## src/rtl/dmac_tcdm_req_buffer.sv

```systemverilog
// ---------------------------------------------------------------------------
// dmac_tcdm_req_buffer
//   Elastic request buffer between one DMA TCDM init port and the cluster
//   TCDM interconnect. Requests are queued in a small FIFO so that
//   interconnect grant stalls do not back-pressure the DMA directly. An
//   outstanding-credit counter caps granted-but-unanswered transactions.
//   Responses are forwarded to the DMA in order.
//
// Ports
//   clk_i, rst_i              clock, synchronous active-high reset
//   in_*                      DMA side: request/payload in, gnt and response out
//   out_*                     interconnect side: request/payload out, gnt and
//                             response in
//   fill_o                    FIFO occupancy (0..DEPTH)
//   busy_o                    FIFO non-empty or transactions still outstanding
//   err_o                     sticky: response arrived with nothing outstanding
//
// Configuration macro
//   DMAC_TCDM_BUF_BYPASS_EN   when defined, an empty FIFO with spare credit
//                             forwards in_req_i to out_* in the same cycle.
// ---------------------------------------------------------------------------
module dmac_tcdm_req_buffer #(
  parameter int unsigned DATA_WIDTH      = 32,
  parameter int unsigned ADDR_WIDTH      = 32,
  parameter int unsigned BE_WIDTH        = DATA_WIDTH / 8,
  parameter int unsigned DEPTH           = 4,
  parameter int unsigned MAX_OUTSTANDING = 4
) (
  input  logic                    clk_i,
  input  logic                    rst_i,
  input  logic                    in_req_i,
  input  logic [ADDR_WIDTH-1:0]   in_add_i,
  input  logic                    in_wen_i,
  input  logic [BE_WIDTH-1:0]     in_be_i,
  input  logic [DATA_WIDTH-1:0]   in_wdata_i,
  output logic                    in_gnt_o,
  output logic                    in_r_valid_o,
  output logic [DATA_WIDTH-1:0]   in_r_rdata_o,
  output logic                    out_req_o,
  output logic [ADDR_WIDTH-1:0]   out_add_o,
  output logic                    out_wen_o,
  output logic [BE_WIDTH-1:0]     out_be_o,
  output logic [DATA_WIDTH-1:0]   out_wdata_o,
  input  logic                    out_gnt_i,
  input  logic                    out_r_valid_i,
  input  logic [DATA_WIDTH-1:0]   out_r_rdata_i,
  output logic [$clog2(DEPTH):0]  fill_o,
  output logic                    busy_o,
  output logic                    err_o
);

  localparam int unsigned PTR_W = $clog2(DEPTH);
  localparam int unsigned ENT_W = 1 + ADDR_WIDTH + BE_WIDTH + DATA_WIDTH;

  localparam logic [PTR_W-1:0] PTR_ZERO = {PTR_W{1'b0}};
  localparam logic [PTR_W-1:0] PTR_ONE  = PTR_W'(1);
  localparam logic [PTR_W:0]   CNT_ZERO = {(PTR_W+1){1'b0}};
  localparam logic [PTR_W:0]   CNT_ONE  = (PTR_W+1)'(1);
  localparam logic [PTR_W:0]   CNT_FULL = (PTR_W+1)'(DEPTH);
  localparam logic [3:0]       OS_ZERO  = 4'd0;
  localparam logic [3:0]       OS_ONE   = 4'd1;
  localparam logic [3:0]       OS_MAX   = 4'(MAX_OUTSTANDING);

  // Entry layout: {wen, add, be, wdata}
  logic [ENT_W-1:0] r_mem [DEPTH];
  logic [PTR_W-1:0] r_wr_ptr;
  logic [PTR_W-1:0] r_rd_ptr;
  logic [PTR_W:0]   r_count;
  logic [3:0]       r_outstanding;
  logic             r_err;

  logic             w_empty;
  logic             w_full;
  logic             w_credit_ok;
  logic             w_bypass;
  logic             w_issue_req;
  logic             w_fire;
  logic             w_push;
  logic             w_pop;
  logic             w_rsp_ok;
  logic [ENT_W-1:0] w_in_entry;
  logic [ENT_W-1:0] w_head_entry;
  logic [ENT_W-1:0] w_issue_entry;

  assign w_empty      = (r_count == CNT_ZERO);
  assign w_full       = (r_count == CNT_FULL);
  assign w_credit_ok  = (r_outstanding < OS_MAX);
  assign w_in_entry   = {in_wen_i, in_add_i, in_be_i, in_wdata_i};
  assign w_head_entry = r_mem[r_rd_ptr];

`ifdef DMAC_TCDM_BUF_BYPASS_EN
  // Bypass window: nothing queued ahead and a credit is available.
  assign w_bypass = w_empty & w_credit_ok;
`else
  assign w_bypass = 1'b0;
`endif

  // Choose the request presented to the interconnect (FIFO head or bypass).
  always_comb begin
    w_issue_req   = 1'b0;
    w_issue_entry = w_head_entry;
    if (w_bypass) begin
      w_issue_req   = in_req_i;
      w_issue_entry = w_in_entry;
    end else begin
      w_issue_req   = ~w_empty & w_credit_ok;
      w_issue_entry = w_head_entry;
    end
  end

  // A granted bypass request is consumed directly and never enters the FIFO;
  // an ungranted one falls through to a normal push.
  assign w_fire   = w_issue_req & out_gnt_i;
  assign w_pop    = w_fire & ~w_bypass;
  assign w_push   = in_req_i & ~w_full & ~(w_bypass & out_gnt_i);
  assign w_rsp_ok = out_r_valid_i & (r_outstanding != OS_ZERO);

  // Drive the interconnect payload, forced to zero while no request is valid.
  always_comb begin
    out_req_o = w_issue_req;
    {out_wen_o, out_add_o, out_be_o, out_wdata_o} = {ENT_W{1'b0}};
    if (w_issue_req) begin
      {out_wen_o, out_add_o, out_be_o, out_wdata_o} = w_issue_entry;
    end else begin
      {out_wen_o, out_add_o, out_be_o, out_wdata_o} = {ENT_W{1'b0}};
    end
  end

  // Response path back to the DMA; orphan responses are suppressed.
  always_comb begin
    in_r_valid_o = w_rsp_ok;
    in_r_rdata_o = {DATA_WIDTH{1'b0}};
    if (w_rsp_ok) begin
      in_r_rdata_o = out_r_rdata_i;
    end else begin
      in_r_rdata_o = {DATA_WIDTH{1'b0}};
    end
  end

  assign in_gnt_o = ~w_full;
  assign fill_o   = r_count;
  assign busy_o   = ~w_empty | (r_outstanding != OS_ZERO);
  assign err_o    = r_err;

  // FIFO storage; only entries between the pointers are ever read, so no reset.
  always_ff @(posedge clk_i) begin
    if (w_push) begin
      r_mem[r_wr_ptr] <= w_in_entry;
    end
  end

  // FIFO pointers and occupancy count.
  always_ff @(posedge clk_i) begin
    if (rst_i) begin
      r_wr_ptr <= PTR_ZERO;
      r_rd_ptr <= PTR_ZERO;
      r_count  <= CNT_ZERO;
    end else begin
      if (w_push) begin
        r_wr_ptr <= r_wr_ptr + PTR_ONE;
      end
      if (w_pop) begin
        r_rd_ptr <= r_rd_ptr + PTR_ONE;
      end
      case ({w_push, w_pop})
        2'b10:   r_count <= r_count + CNT_ONE;
        2'b01:   r_count <= r_count - CNT_ONE;
        default: r_count <= r_count;
      endcase
    end
  end

  // Outstanding credit counter; issue is blocked at the cap so it cannot overflow.
  always_ff @(posedge clk_i) begin
    if (rst_i) begin
      r_outstanding <= OS_ZERO;
    end else begin
      case ({w_fire, w_rsp_ok})
        2'b10:   r_outstanding <= r_outstanding + OS_ONE;
        2'b01:   r_outstanding <= r_outstanding - OS_ONE;
        default: r_outstanding <= r_outstanding;
      endcase
    end
  end

  // Sticky error: a response arrived while nothing was outstanding.
  always_ff @(posedge clk_i) begin
    if (rst_i) begin
      r_err <= 1'b0;
    end else if (out_r_valid_i & ~w_rsp_ok) begin
      r_err <= 1'b1;
    end else begin
      r_err <= r_err;
    end
  end

endmodule

```

## config.mk

```make
export PLATFORM = sky130hd
export DESIGN_NAME = dmac_tcdm_req_buffer
export DESIGN_NICKNAME = d
export VERILOG_FILES = /design/src/rtl/dmac_tcdm_req_buffer.sv
export SDC_FILE = /design/constraint.sdc
export NUM_CORES = 1
export LEC_CHECK = 0
export CORE_MARGIN = 1.5
export CORE_UTILIZATION = 46
export DETAILED_ROUTE_END_ITERATION = 8
export PLACE_DENSITY = 0.72
export SETUP_SLACK_MARGIN = 0.02
export SLEW_MARGIN = 20
export SYNTH_ARGS = -nofsm -noshare
export SYNTH_HDL_FRONTEND = slang
export SYNTH_SLANG_ARGS = --single-unit
```

## constraint.sdc

```tcl
create_clock -name clk_i -period 6.1 [get_ports clk_i]
set_clock_uncertainty 0.1 [all_clocks]
set_input_delay 1.22 -clock clk_i [delete_from_list [all_inputs] [get_ports clk_i]]
set_output_delay 1.22 -clock clk_i [all_outputs]
set_load 0.1 [all_outputs]
```

==> impl_metrics.tcl <==
set metrics [dict create \
    cts_buffer_depth 3 \
    end_kind "primary output" \
    yosys-top-cells-area "edfxtp_1 (73%), mux4_2 (14%), and3_1 (4.0%), dfxtp_1 (2.5%), and2_1 (1.8%)" \
    cts_buffers 30 \
    r2r_start "r_outstanding[3]$_SDFFE_PP0P_" \
    worstPathRequired_ns 4.78 \
    postCtsHoldBufs 0 \
    hpwl_microns 14100 \
    antennaDiodeCount 0 \
    syn_area_per_cell_sq_um 20.1 \
    drv_cap 0 \
    grt_max_degree 70 \
    final_common_cell "edfxtp_1" \
    clk_pin_slew_ns 0.06 \
    clkSinkCount 290 \
    final_cell_mix "edfxtp_1 (276), clkdlybuf4s50_1 (181), mux4_2 (69), and3_1 (69), buf_4 (36)" \
    wl_per_cell_microns 21.1 \
    r2r-end "r_outstanding[2]$_SDFFE_PP0P_" \
    firstDrtPassIters 6 \
    drcViolationCount 0 \
    fin_crit_ns 4.76 \
    setup_violations 0 \
    ant_nets 0 \
    ys_seq_elements 290 \
    hold_end "err_o$_SDFFE_PP0P_" \
    drt_first_iter_violations 369 \
    min_path_type "reg -> reg" \
    hold_viol 0 \
    clock-root-buffer "clkbuf_16" \
    start_util 0.469 \
    drv_slew 0 \
    io_pins 215 \
    cts_tree "built" \
    area_growth_pct 30.0 \
    cts_resized 0 \
    whs_path_depth 2 \
    grt_pass1_vias 6620 \
    groute.usage.overall 0.187 \
    hold_slack_ns 0.370 \
    crit_fanout 44 \
    tightest_slew_ns 1.07 \
    die_w_microns 161 \
    die_h_microns 161 \
    htree_levels 1 \
    r2r_slack_ns 3.30 \
    clk_latency_ns 0.54 \
    yosys.area.top_type "edfxtp_1" \
    die_area_sq_mm 0.0258 \
    critical_path_class "reg -> out" \
    antenna_found_initial 0 \
    grt_pass1_wl_microns 37300 \
    coreArea_sq_mm 0.0243 \
    fin_nets 902 \
    synth_fp_nets 683 \
    yosys_warnings 0 \
    gp_congestion 0.731 \
    ys_seq_area_frac 0.750 \
    post_cts_buffers 0 \
    grt_remaining_overflow 0 \
    period_share 0.780 \
    drive_gt1_frac 0.197 \
    fp-row-count 57 \
    status "finished, final reports clean" \
    ff2ff_path_depth 10 \
    dp.cells 1074 \
    routed_via_density 5.35 \
    drt-total-wl_microns 23900 \
    rsz0062_at_grt "false" \
    fin_cells 1133 \
    synth.distinct_cells 29 \
    max_freq_ghz 0.210 \
    postSynthCellCount 568 \
    relSlewSlack 0.286 \
    cp_data_arrival_time_ns 3.44 \
    vias 6058 \
    numPortBuffers 214 \
    worstHoldStart "err_o$_SDFFE_PP0P_" \
    synth_top_area_frac 0.726 \
    start_kind "register" \
    syn_area_sq_mm 0.0114 \
    tns_ns 0 \
]
registers in the layout (all words and copies together) (netlist names), named ones only:
name,flops
r_mem,276
r_wr_ptr,2
r_outstanding,4
fill_o,3
r_rd_ptr,2
err_o,1
stage by stage:
stage | instance area [sq um] | util | setup WS (ns)
2_1_floorplan | 11400 | - | 0.944
3_3_place_gp | 13800 | 0.566 | 1.83
3_5_place_dp | 13800 | 0.566 | 1.81
4_1_cts | 14700 | 0.605 | 1.22
5_1_grt | 14800 | 0.610 | 1.13
6_report | 14800 | 0.610 | 1.34
final cells by class:
type | instances | area [sq um]
Clock buffer | 40 | 788
Clock inverter | 14 | 153
Fill cell | 1745 | 9470
Inverter | 7 | 26.3
Multi-Input combinational cell | 235 | 2670
Sequential cell | 290 | 8580
Tap cell | 324 | 405
Timing Repair Buffer | 223 | 2230
worst max-delay path, stage by stage (launching register included):
cell	delay, ns
dfxtp_4	0.70
buf_12	0.41
mux4_2	0.58
and3_1	0.20
clkdlybuf4s50_1	0.96
synthesized netlist by cell type (all sizes together):
library cell,n
mux2i,1
and2,33
nand2,5
nor2b,3
nor4,1
a21oi,6
nor2,12
dfxtp,14
or3b,1
xor2,6
nor4bb,1
mux4,69
nand4,1
fa,1
ha,8
buf,11
inv,7
o21ai,4
xnor2,2
nor3,2
or3,3
and3,73
nor4b,1
clkbuf,25
mux2,1
edfxtp,276
o31ai,1
logic make-up (layout without fill, tap and decap cells):
family	after synthesis	in the layout	synth area share
flops	290	290	0.750
simple gates	136	136	0.0713
mux	71	71	0.138
buf+inv	43	284	0.0185
compound gates	11	11	0.00504
fa+ha+maj	9	9	0.0105
xor+xnor	8	8	0.00614
how the worst max path moves through the flow:
stage                                  startpoint  cells after the start                             to  slack (ns)
floorplan                  fill_o[2]$_SDFFE_PP0P_                      9  r_outstanding[3]$_SDFFE_PP0P_        0.94
global placement                         register                      4                  out_add_o[15]        1.83
detailed placement  r_outstanding[2]$_SDFFE_PP0P_                      4                out_wdata_o[11]        1.81
CTS                 r_outstanding[2]$_SDFFE_PP0P_                      4                out_wdata_o[11]        1.22
global route                             register                      4                  out_add_o[15]        1.13
finish                                   register                      4                  out_add_o[15]        1.34
per-layer routing:
layer  track usage  wire length, microns
met1         0.247                 10200
met2         0.327                 12300
met3        0.0284                  1100
met4        0.0493                   351
met5             0                     0
Power is not shown: default switching activity piles up to over one toggle a cycle in this logic, so the estimate is an artifact.
